## src/rtl/fifo_write_arbiter.sv

```systemverilog
// Round-robin arbiter sharing one synchronous FIFO write port among NUM_REQ
// producers, granting bursts of up to BURST_MAX words and honouring fifo_full.
module fifo_write_arbiter #(
    parameter  int NUM_REQ    = 4,
    parameter  int DATA_WIDTH = 32,
    parameter  int BURST_MAX  = 4,
    localparam int OW         = (NUM_REQ > 1) ? $clog2(NUM_REQ) : 1,
    localparam int CW         = $clog2(BURST_MAX + 1)
) (
    input  logic                          clk,
    input  logic                          rst,
    input  logic [NUM_REQ-1:0]            req,
    input  logic [NUM_REQ*DATA_WIDTH-1:0] req_data,
    output logic [NUM_REQ-1:0]            ack,
    output logic [NUM_REQ-1:0]            grant,
    output logic [OW-1:0]                 owner,
    output logic                          busy,
    input  logic                          fifo_full,
    output logic                          fifo_cs,
    output logic                          fifo_wr_ena,
    output logic [DATA_WIDTH-1:0]         fifo_data_in
);

    typedef enum logic {IDLE, BURST} state_t;

    state_t               state_q, state_d;
    logic [NUM_REQ-1:0]   grant_q, grant_d;
    logic [OW-1:0]        owner_q, owner_d;
    logic [CW-1:0]        beat_q,  beat_d;

    logic [DATA_WIDTH-1:0] words [NUM_REQ];
    logic                  win_found;
    logic [OW-1:0]         win_idx;
    logic [OW-1:0]         cand;
    logic                  accept;
    logic                  last_beat;

    for (genvar g = 0; g < NUM_REQ; g++) begin : g_split
        assign words[g] = req_data[g*DATA_WIDTH +: DATA_WIDTH];
    end

    // NOTE: every signal driven here gets a default first so no latch is inferred.
    always_comb begin
        state_d   = state_q;
        grant_d   = grant_q;
        owner_d   = owner_q;
        beat_d    = beat_q;
        win_found = 1'b0;
        win_idx   = owner_q;
        cand      = owner_q;

        // Scan owner+1 ... owner (wrapping); the current owner is tried last.
        for (int k = 0; k < NUM_REQ; k++) begin
            cand = OW'((int'(owner_q) + 1 + k) % NUM_REQ);
            if (!win_found && req[cand]) begin
                win_found = 1'b1;
                win_idx   = cand;
            end
        end

        accept    = (state_q == BURST) && req[owner_q] && !fifo_full && !rst;
        last_beat = (beat_q == CW'(BURST_MAX - 1));

        case (state_q)
            IDLE: begin
                if (win_found) begin
                    state_d = BURST;
                    grant_d = NUM_REQ'(1) << win_idx;
                    owner_d = win_idx;
                    beat_d  = '0;
                end
            end
            BURST: begin
                if (!req[owner_q] || (accept && last_beat)) begin
                    beat_d = '0;
                    if (win_found) begin
                        grant_d = NUM_REQ'(1) << win_idx;
                        owner_d = win_idx;
                    end else begin
                        state_d = IDLE;
                        grant_d = '0;
                    end
                end else if (accept) begin
                    beat_d = beat_q + CW'(1);
                end
            end
            default: state_d = IDLE;
        endcase

        fifo_wr_ena  = accept;
        fifo_cs      = accept;
        fifo_data_in = words[owner_q];
        ack          = accept ? (NUM_REQ'(1) << owner_q) : '0;
    end

    // NOTE: state registers use non-blocking assignments so all update together at the edge.
    always_ff @(posedge clk) begin
        if (rst) begin
            state_q <= IDLE;
            grant_q <= '0;
            owner_q <= OW'(NUM_REQ - 1);
            beat_q  <= '0;
        end else begin
            state_q <= state_d;
            grant_q <= grant_d;
            owner_q <= owner_d;
            beat_q  <= beat_d;
        end
    end

    assign grant = grant_q;
    assign owner = owner_q;
    assign busy  = (state_q == BURST);

endmodule

```

## config.mk

```make
export PLATFORM = sky130hd
export DESIGN_NAME = fifo_write_arbiter
export DESIGN_NICKNAME = d
export VERILOG_FILES = /design/src/rtl/fifo_write_arbiter.sv
export SDC_FILE = /design/constraint.sdc
export NUM_CORES = 1
export LEC_CHECK = 0
export CORE_MARGIN = 5
export CORE_UTILIZATION = 30
export CTS_CLUSTER_DIAMETER = 120
export DETAILED_ROUTE_END_ITERATION = 12
export PLACE_DENSITY = 0.88
export SETUP_SLACK_MARGIN = 0.3
export SKIP_LAST_GASP = 1
export SLEW_MARGIN = 20
export SYNTH_ARGS = -nofsm -noshare
export SYNTH_HDL_FRONTEND = slang
export SYNTH_SLANG_ARGS = --single-unit
```

## constraint.sdc

```tcl
create_clock -name clk -period 5.35 [get_ports clk]
set_input_delay 1.07 -clock clk [delete_from_list [all_inputs] [get_ports clk]]
set_output_delay 1.07 -clock clk [all_outputs]
set_load 0.005 [all_outputs]
```

==> flow_summary.yaml, run 1 <==
synth:
  synthMostInstantiatedCell: "mux4_2"
  synth_edf_count: 0
  synthTopCellsByCount: "33 x mux4_2, 11 x nor2_1, 10 x dfxtp_1"
  yosys.area.top_type: "mux4_2"
  yosys.cell_types.count: 38
  syn-num-nets: 273
  synth_area_sq_um: 1560
  synth.avg_cell_area_sq_um: 11.8
  synthTopCellsByArea: "mux4_2 48%, dfxtp_1 13%, ha_1 4.8%, nor2_1 2.7%, nand2b_1 2.0%"
  yosysTopAreaCellShare_pct: 47.7
  yosysWarningCount: 0
  syn_inst: 132
  synth-seq-cells: 10
  synthArstFlopShare_pct: 0
  ys_seq_area_share_pct: 12.9
  synth_ff_type: "dfxtp_1"
sta:
  final.period_utilization_pct: 83.8
  clock-skew-final_ns: 0.00527
  finalMaxSlewViolations: 0
  fin_crit_ns: 4.48
  fmaxAchievable_mhz: 223
  setup-violations-final: 0
  relSlewSlack_pct: 57.1
  worst_pin_slew_ns: 0.643
  rsz0062_at_grt: "no"
  tns_ns: 0
  hold_viol: 0
worst_setup_path:
  slowest_delay_ns: 0.66
  crit_path_cell_trace: "clkdlybuf4s50_1, mux4_2, nand2_2, nor3_1, and2_1, clkdlybuf4s50_1"
  crit_required_ns: 4.28
  crit-reg2reg-capture: "grant[2]"
  path_buf_inv: 2
  reg2reg_setup_slack_ns: 2.08
  worst-path-max-fanout: 11
  path_delay_family: "buffers and inverters"
  r2r_cells: 7
  critPathKind: "in2out"
  r2r-start: "owner[0]"
  crit_cells: 6
  cp-end-kind: "output pin"
  cp_slowest_cell: "clkdlybuf4s50_1"
  crit_path_frequent_cell: "clkdlybuf4s50_1"
  startpoint_type: "input port"
  critPathCapture: "ack[2]"
  timing.critical_path.arrival_ns: 3.41
  crit_start: "req[0]"
cells_and_area:
  final_util_pct: 67.7
  nFillCells: 401
  syn2layout_area_growth_pct: 120
  nNetsFinal: 445
  drive_gt1_share_pct: 15.5
job:
  drv_cap: 0
grt:
  antenna_found_initial: 1
  grt_usage_pct: 23.5
  grt_pass1_wl_um: 11500
  met3_usage_pct: 11.0
  grt_max_degree: 39
  first_global_vias: 2007
  grt_overflow: 0
  busiest_layer: "met2"
  grt_use_met2_pct: 41.2
  use_met1_pct: 25.7
clocking:
  post_cts_resize_count: 0
  cts_tree: "yes"
  cts_buffers: 3
  insertion_delay_ns: 0.24
  htree_num_levels: 1
  ctsHoldBuffers: 0
  clockBufferDepth: 2
  postCtsSetupBuffers: 0
  clkTransAtPathRegs_ns: 0.05
  clockRootBuffer: "clkbuf_8"
  cts.sinks: 10
drt:
  route.detailed.drc: 0
  drtPass1Iterations: 4
  ant_nets: 0
  drtIter0Drc: 32
  drt-total-wl_um: 8030
  vias: 1961
  wire_per_inst_um: 21.5
  routed_via_density: 5.24
worst_hold_path:
  hold_class: "reg2reg"
pwr:
  power_density_nw_per_um2: 298
  peakVddDrop_mv: 0.367
  p_leak_nw: 1.28
  power_mw: 1.02
status:
  outcome: "finished clean"
floorplanning:
  initial_utilization_pct: 30.7
  dieArea_sq_um: 6730
  core-area_sq_um: 5070
  ios: 180
  num_rows: 26
  dieHeight_um: 82.1
  die_w_um: 82.1
placed_design:
  place_hpwl_um: 6980
  gp_congestion: 0.860
  io_buffers: 179
where the power goes:
part	total (mW)	switching (mW)	internal, mW
clock	0.0952	0.0304	0.0648
combinational	0.796	0.278	0.518
sequential	0.131	0.0354	0.0954
total	1.02	0.344	0.678
kinds of logic after synthesis:
group / count (synthesis) / synth area share [%]
and+or+nand+nor: 33 / 11.3
muxes: 37 / 50.4
adders and majority gates: 6 / 4.82
AOI/OAI and AO/OA: 26 / 14.1
DFF: 10 / 12.9
buffers and inverters: 20 / 6.51
layout by cell type, fill, tap and decap left out, drive strengths merged:
cell type / Yosys / layout
nor2b: 2 / 2
o22ai: 2 / 2
nand4bb: 1 / 1
buf: 10 / 2
diode: 0 / 1
a21oi: 5 / 5
mux4: 33 / 33
o21ai: 3 / 3
inv: 6 / 6
a32oi: 2 / 2
nor4: 1 / 1
nor2: 11 / 11
o32ai: 2 / 2
clkdlybuf4s50: 0 / 179
o311ai: 1 / 1
a311o: 1 / 1
o2bb2ai: 2 / 2
nand2b: 5 / 5
a21o: 1 / 1
a222oi: 1 / 1
mux2i: 3 / 3
o22a: 2 / 2
nor3: 3 / 3
o31ai: 1 / 1
clkbuf: 4 / 4
ha: 6 / 6
nand2: 4 / 4
and2: 5 / 5
dfxtp: 10 / 10
a22o: 2 / 2
a32o: 1 / 1
nand3: 1 / 1
mux2: 1 / 1
through the flow:
stage | cell area (sq um) | cells | hold WS, ns | setup slack (ns)
floorplan | 1560 | 132 | 0.449 | 2.11
global placement | 3380 | 369 | 0.454 | 0.867
detailed placement | 3380 | 369 | 0.456 | 0.819
CTS | 3430 | 373 | 0.477 | 0.824
global route | 3430 | 374 | 0.493 | 0.634
finish | 3430 | 374 | 0.470 | 0.865
worst min path at each step:
| stage | start | to | depth (start not counted) | slack (ns) |
|---|---|---|---|---|
| after global routing | grant[1] | grant[1] | 1 | 0.49 |
| final | grant[3] | grant[3] | 1 | 0.47 |
| after CTS | grant[1] | grant[1] | 1 | 0.48 |
| after global placement | grant[3] | grant[3] | 1 | 0.45 |
| after detailed placement | grant[3] | grant[3] | 1 | 0.46 |
| after floorplan | beat_q[1] | beat_q[1] | 2 | 0.45 |
registers in the layout, indices dropped and copies added (netlist names):
signal  flops
busy        1
owner       2
beat_q      3
grant       4
layer usage:
metal / wire length, um / part of all wire, % / up-vias
li1: - / - / 887
met1: 2830 / 35 / 951
met2: 3970 / 49 / 110
met3: 1100 / 14 / 13
met4: 126 / 1.6 / 0
met5: 0 / 0 / -
area by class of cell:
class                   count  area [sq um]  share of cell area (%)
clock buffers               4          55.1                    1.60
inverters                   6          22.5                   0.656
multi-input cells         102          1260                    36.6
diodes                      1          2.50                  0.0729
repair buffers            181          1810                    52.6
well taps                  70          87.6                    2.55
flip-flops and latches     10           203                    5.90
worst reg2reg max path, stage by stage, from the launching register on:
cell and delay [ns]:
dfxtp_2 0.72, buf_4 0.49, inv_1 0.25, ha_1 0.52, mux2_2 0.37, a222oi_1 0.53
nand2b_1 0.19, o2bb2ai_1 0.07
(Power assumes the default switching activity.)
==> run 2: changes to the inputs <==
--- a/config.mk
+++ b/config.mk
@@ -6,10 +6,10 @@
 export NUM_CORES = 1
 export LEC_CHECK = 0
 export CORE_MARGIN = 5
-export CORE_UTILIZATION = 30
+export CORE_UTILIZATION = 25
 export CTS_CLUSTER_DIAMETER = 120
 export DETAILED_ROUTE_END_ITERATION = 12
-export PLACE_DENSITY = 0.88
+export PLACE_DENSITY = 0.78
 export SETUP_SLACK_MARGIN = 0.3
 export SKIP_LAST_GASP = 1
 export SLEW_MARGIN = 20
==> constraint.sdc (replaced) <==
create_clock -name clk -period 3.6 [get_ports clk]
set_input_delay 0.72 -clock clk [delete_from_list [all_inputs] [get_ports clk]]
set_output_delay 0.72 -clock clk [all_outputs]
set_load 0.005 [all_outputs]
==> run 2 against run 1 <==
  * Count of clock-buffer cells in the layout stayed put
  * Sequential power is 25% higher
  * Sequential cell count stayed put
  * Global-route usage is 4.0 points lower
  * Worst setup slack worse by 0.44 ns
  * Clock power is 48% higher
  * Core utilization is 8.4 points lower
  * Hold slack better by 0.0066 ns
  * Total power is 52% higher
  * Cell area is 3.3% higher
  * Die area is 17% higher
==> flow_summary.yaml, run 2 (synthesis results as in run 1) <==
status:
  outcome: "finished clean"
sta:
  fin_crit_ns: 3.18
  setup_ws_ns: 0.422
  worst_pin_slew_ns: 0.722
  setup-violations-final: 0
  finalMaxSlewViolations: 0
  rsz0062_at_grt: "no"
  relSlewSlack_pct: 51.8
  final.period_utilization_pct: 88.3
  tns_ns: 0
  whs_ns: 0.477
  fmaxAchievable_mhz: 315
  hold_viol: 0
  clock-skew-final_ns: 0.00415
worst_setup_path:
  path_buf_inv: 2
  startpoint_type: "input port"
  crit_path_cell_trace: "clkdlybuf4s50_1, mux4_2, nand2_4, nor3_4, and2_1, clkdlybuf4s50_1"
  worst-path-max-fanout: 4
  crit_path_frequent_cell: "clkdlybuf4s50_1"
  timing.critical_path.arrival_ns: 2.46
  path_delay_family: "buffers and inverters"
  cp-end-kind: "output pin"
  slowest_delay_ns: 0.50
  cp_slowest_cell: "clkdlybuf4s50_1"
  crit_required_ns: 2.88
  critPathKind: "in2out"
floorplanning:
  initial_utilization_pct: 26.0
  die_w_um: 88.9
  dieHeight_um: 88.9
  ios: 180
  dieArea_sq_um: 7910
  core-area_sq_um: 5990
  num_rows: 28
pwr:
  p_sw_uw: 528
  comb_power_share_pct: 80.4
  switching_share_pct: 33.9
  peakVddDrop_mv: 0.374
  clockPowerShare_pct: 9.0
  seqPwrFrac_pct: 10.6
  p_leak_nw: 1.38
  intPower_mw: 1.03
  power_density_nw_per_um2: 439
cells_and_area:
  syn2layout_area_growth_pct: 128
  final_common_cell: "clkdlybuf4s50_1"
  final_util_pct: 59.2
  largest_reg_flops: 4
  final_cell_mix: "177 x clkdlybuf4s50_1, 33 x mux4_2, 12 x buf_4"
  nNetsFinal: 455
  nFillCells: 484
  fin_cells: 392
  drive_gt1_share_pct: 18.8
clocking:
  cts.sinks: 10
  clkTransAtPathRegs_ns: 0.05
  ctsHoldBuffers: 0
  clockRootBuffer: "clkbuf_8"
  htree_num_levels: 1
  insertion_delay_ns: 0.24
  cts_buffers: 3
  clockBufferDepth: 2
  cts_tree: "yes"
placed_design:
  place_hpwl_um: 6970
  place_ws_ns: 0.0136
  gp_congestion: 0.956
  io_buffers: 179
  post-place-cells: 381
drt:
  wire_per_inst_um: 20.5
  drtIter0Drc: 45
  drtPass1Iterations: 4
  route.detailed.drc: 0
  vias: 1985
  ant_nets: 0
  routed_via_density: 5.06
  drt-total-wl_um: 8040
grt:
  grt_overflow: 0
  grt_max_degree: 39
  grt_pass1_wl_um: 11400
  antenna_found_initial: 4
  grt_usage_pct: 19.5
  first_global_vias: 2067
job:
  drv_cap: 0
worst_hold_path:
  hold_class: "reg2reg"
## run 2: cell count changes in the layout (fill, tap and decap cells not counted), sizes merged
cell           change
clkdlybuf4s50      -2
buf               +10
diode              +3
dlymetal6s2s       +2
## run 2: area by class of cell
| class | instances | area, sq um | area share [%] |
|---|---|---|---|
| inverter | 6 | 22.5 | 0.635 |
| timing repair buffer | 191 | 1890 | 53.2 |
| clock buffer | 4 | 55.1 | 1.55 |
| antenna | 4 | 10.0 | 0.282 |
| multi-input combinational | 102 | 1280 | 36.0 |
| sequential | 10 | 201 | 5.68 |
| tap | 75 | 93.8 | 2.65 |
## run 2: power groups by stage
stage	Sequential, mW	Combinational [mW]	Clock (mW)
4_1_cts	0.164	1.26	0.145
5_1_grt	0.169	1.35	0.150
2_1_floorplan	0.163	0.629	0
6_report	0.164	1.25	0.141
3_5_place_dp	0.164	1.25	0
3_3_place_gp	0.164	1.24	0
## run 2: tightest hold or removal path, stage by stage, from the launching register on
cell and delay [ns]:
dfxtp_1 0.31, nand2b_1 0.07, a21oi_1 0.05
## run 2: path summary, 6_finish.rpt
check / from / end / slack (ns) / cells after the start
hold / removal: beat_q[1] / beat_q[1] / 0.48 / 2
setup / recovery: req[2] / ack[3] / 0.42 / 6
hold reg to reg: beat_q[1] / beat_q[1] / 0.48 / 2
setup reg to reg: owner[0] / grant[0] / 0.74 / 7
## run 2: through the flow
step | cell area [sq um] | total power, mW
final | 3550 | 1.56
after global placement | 3430 | 1.40
after CTS | 3500 | 1.57
after floorplan | 1560 | 0.793
after detailed placement | 3430 | 1.41
after global routing | 3550 | 1.67
## run 2: what timing repair did
| action | 4_1_cts | 5_1_grt |
|---|---|---|
| pin swaps | 0 | 4 |
| setup buffers | 0 | 3 |
| endpoints found under the setup margin | 6 | 4 |
| resized for setup | 2 | 5 |
## run 2: layer usage
layer | up-vias | global-route usage, % | part of all wire (%)
li1 | 914 | - | -
met1 | 963 | 22.6 | 37
met2 | 100 | 35.2 | 51
met3 | 8 | 4.52 | 9.7
met4 | 0 | 6.77 | 1.8
met5 | - | 0 | 0
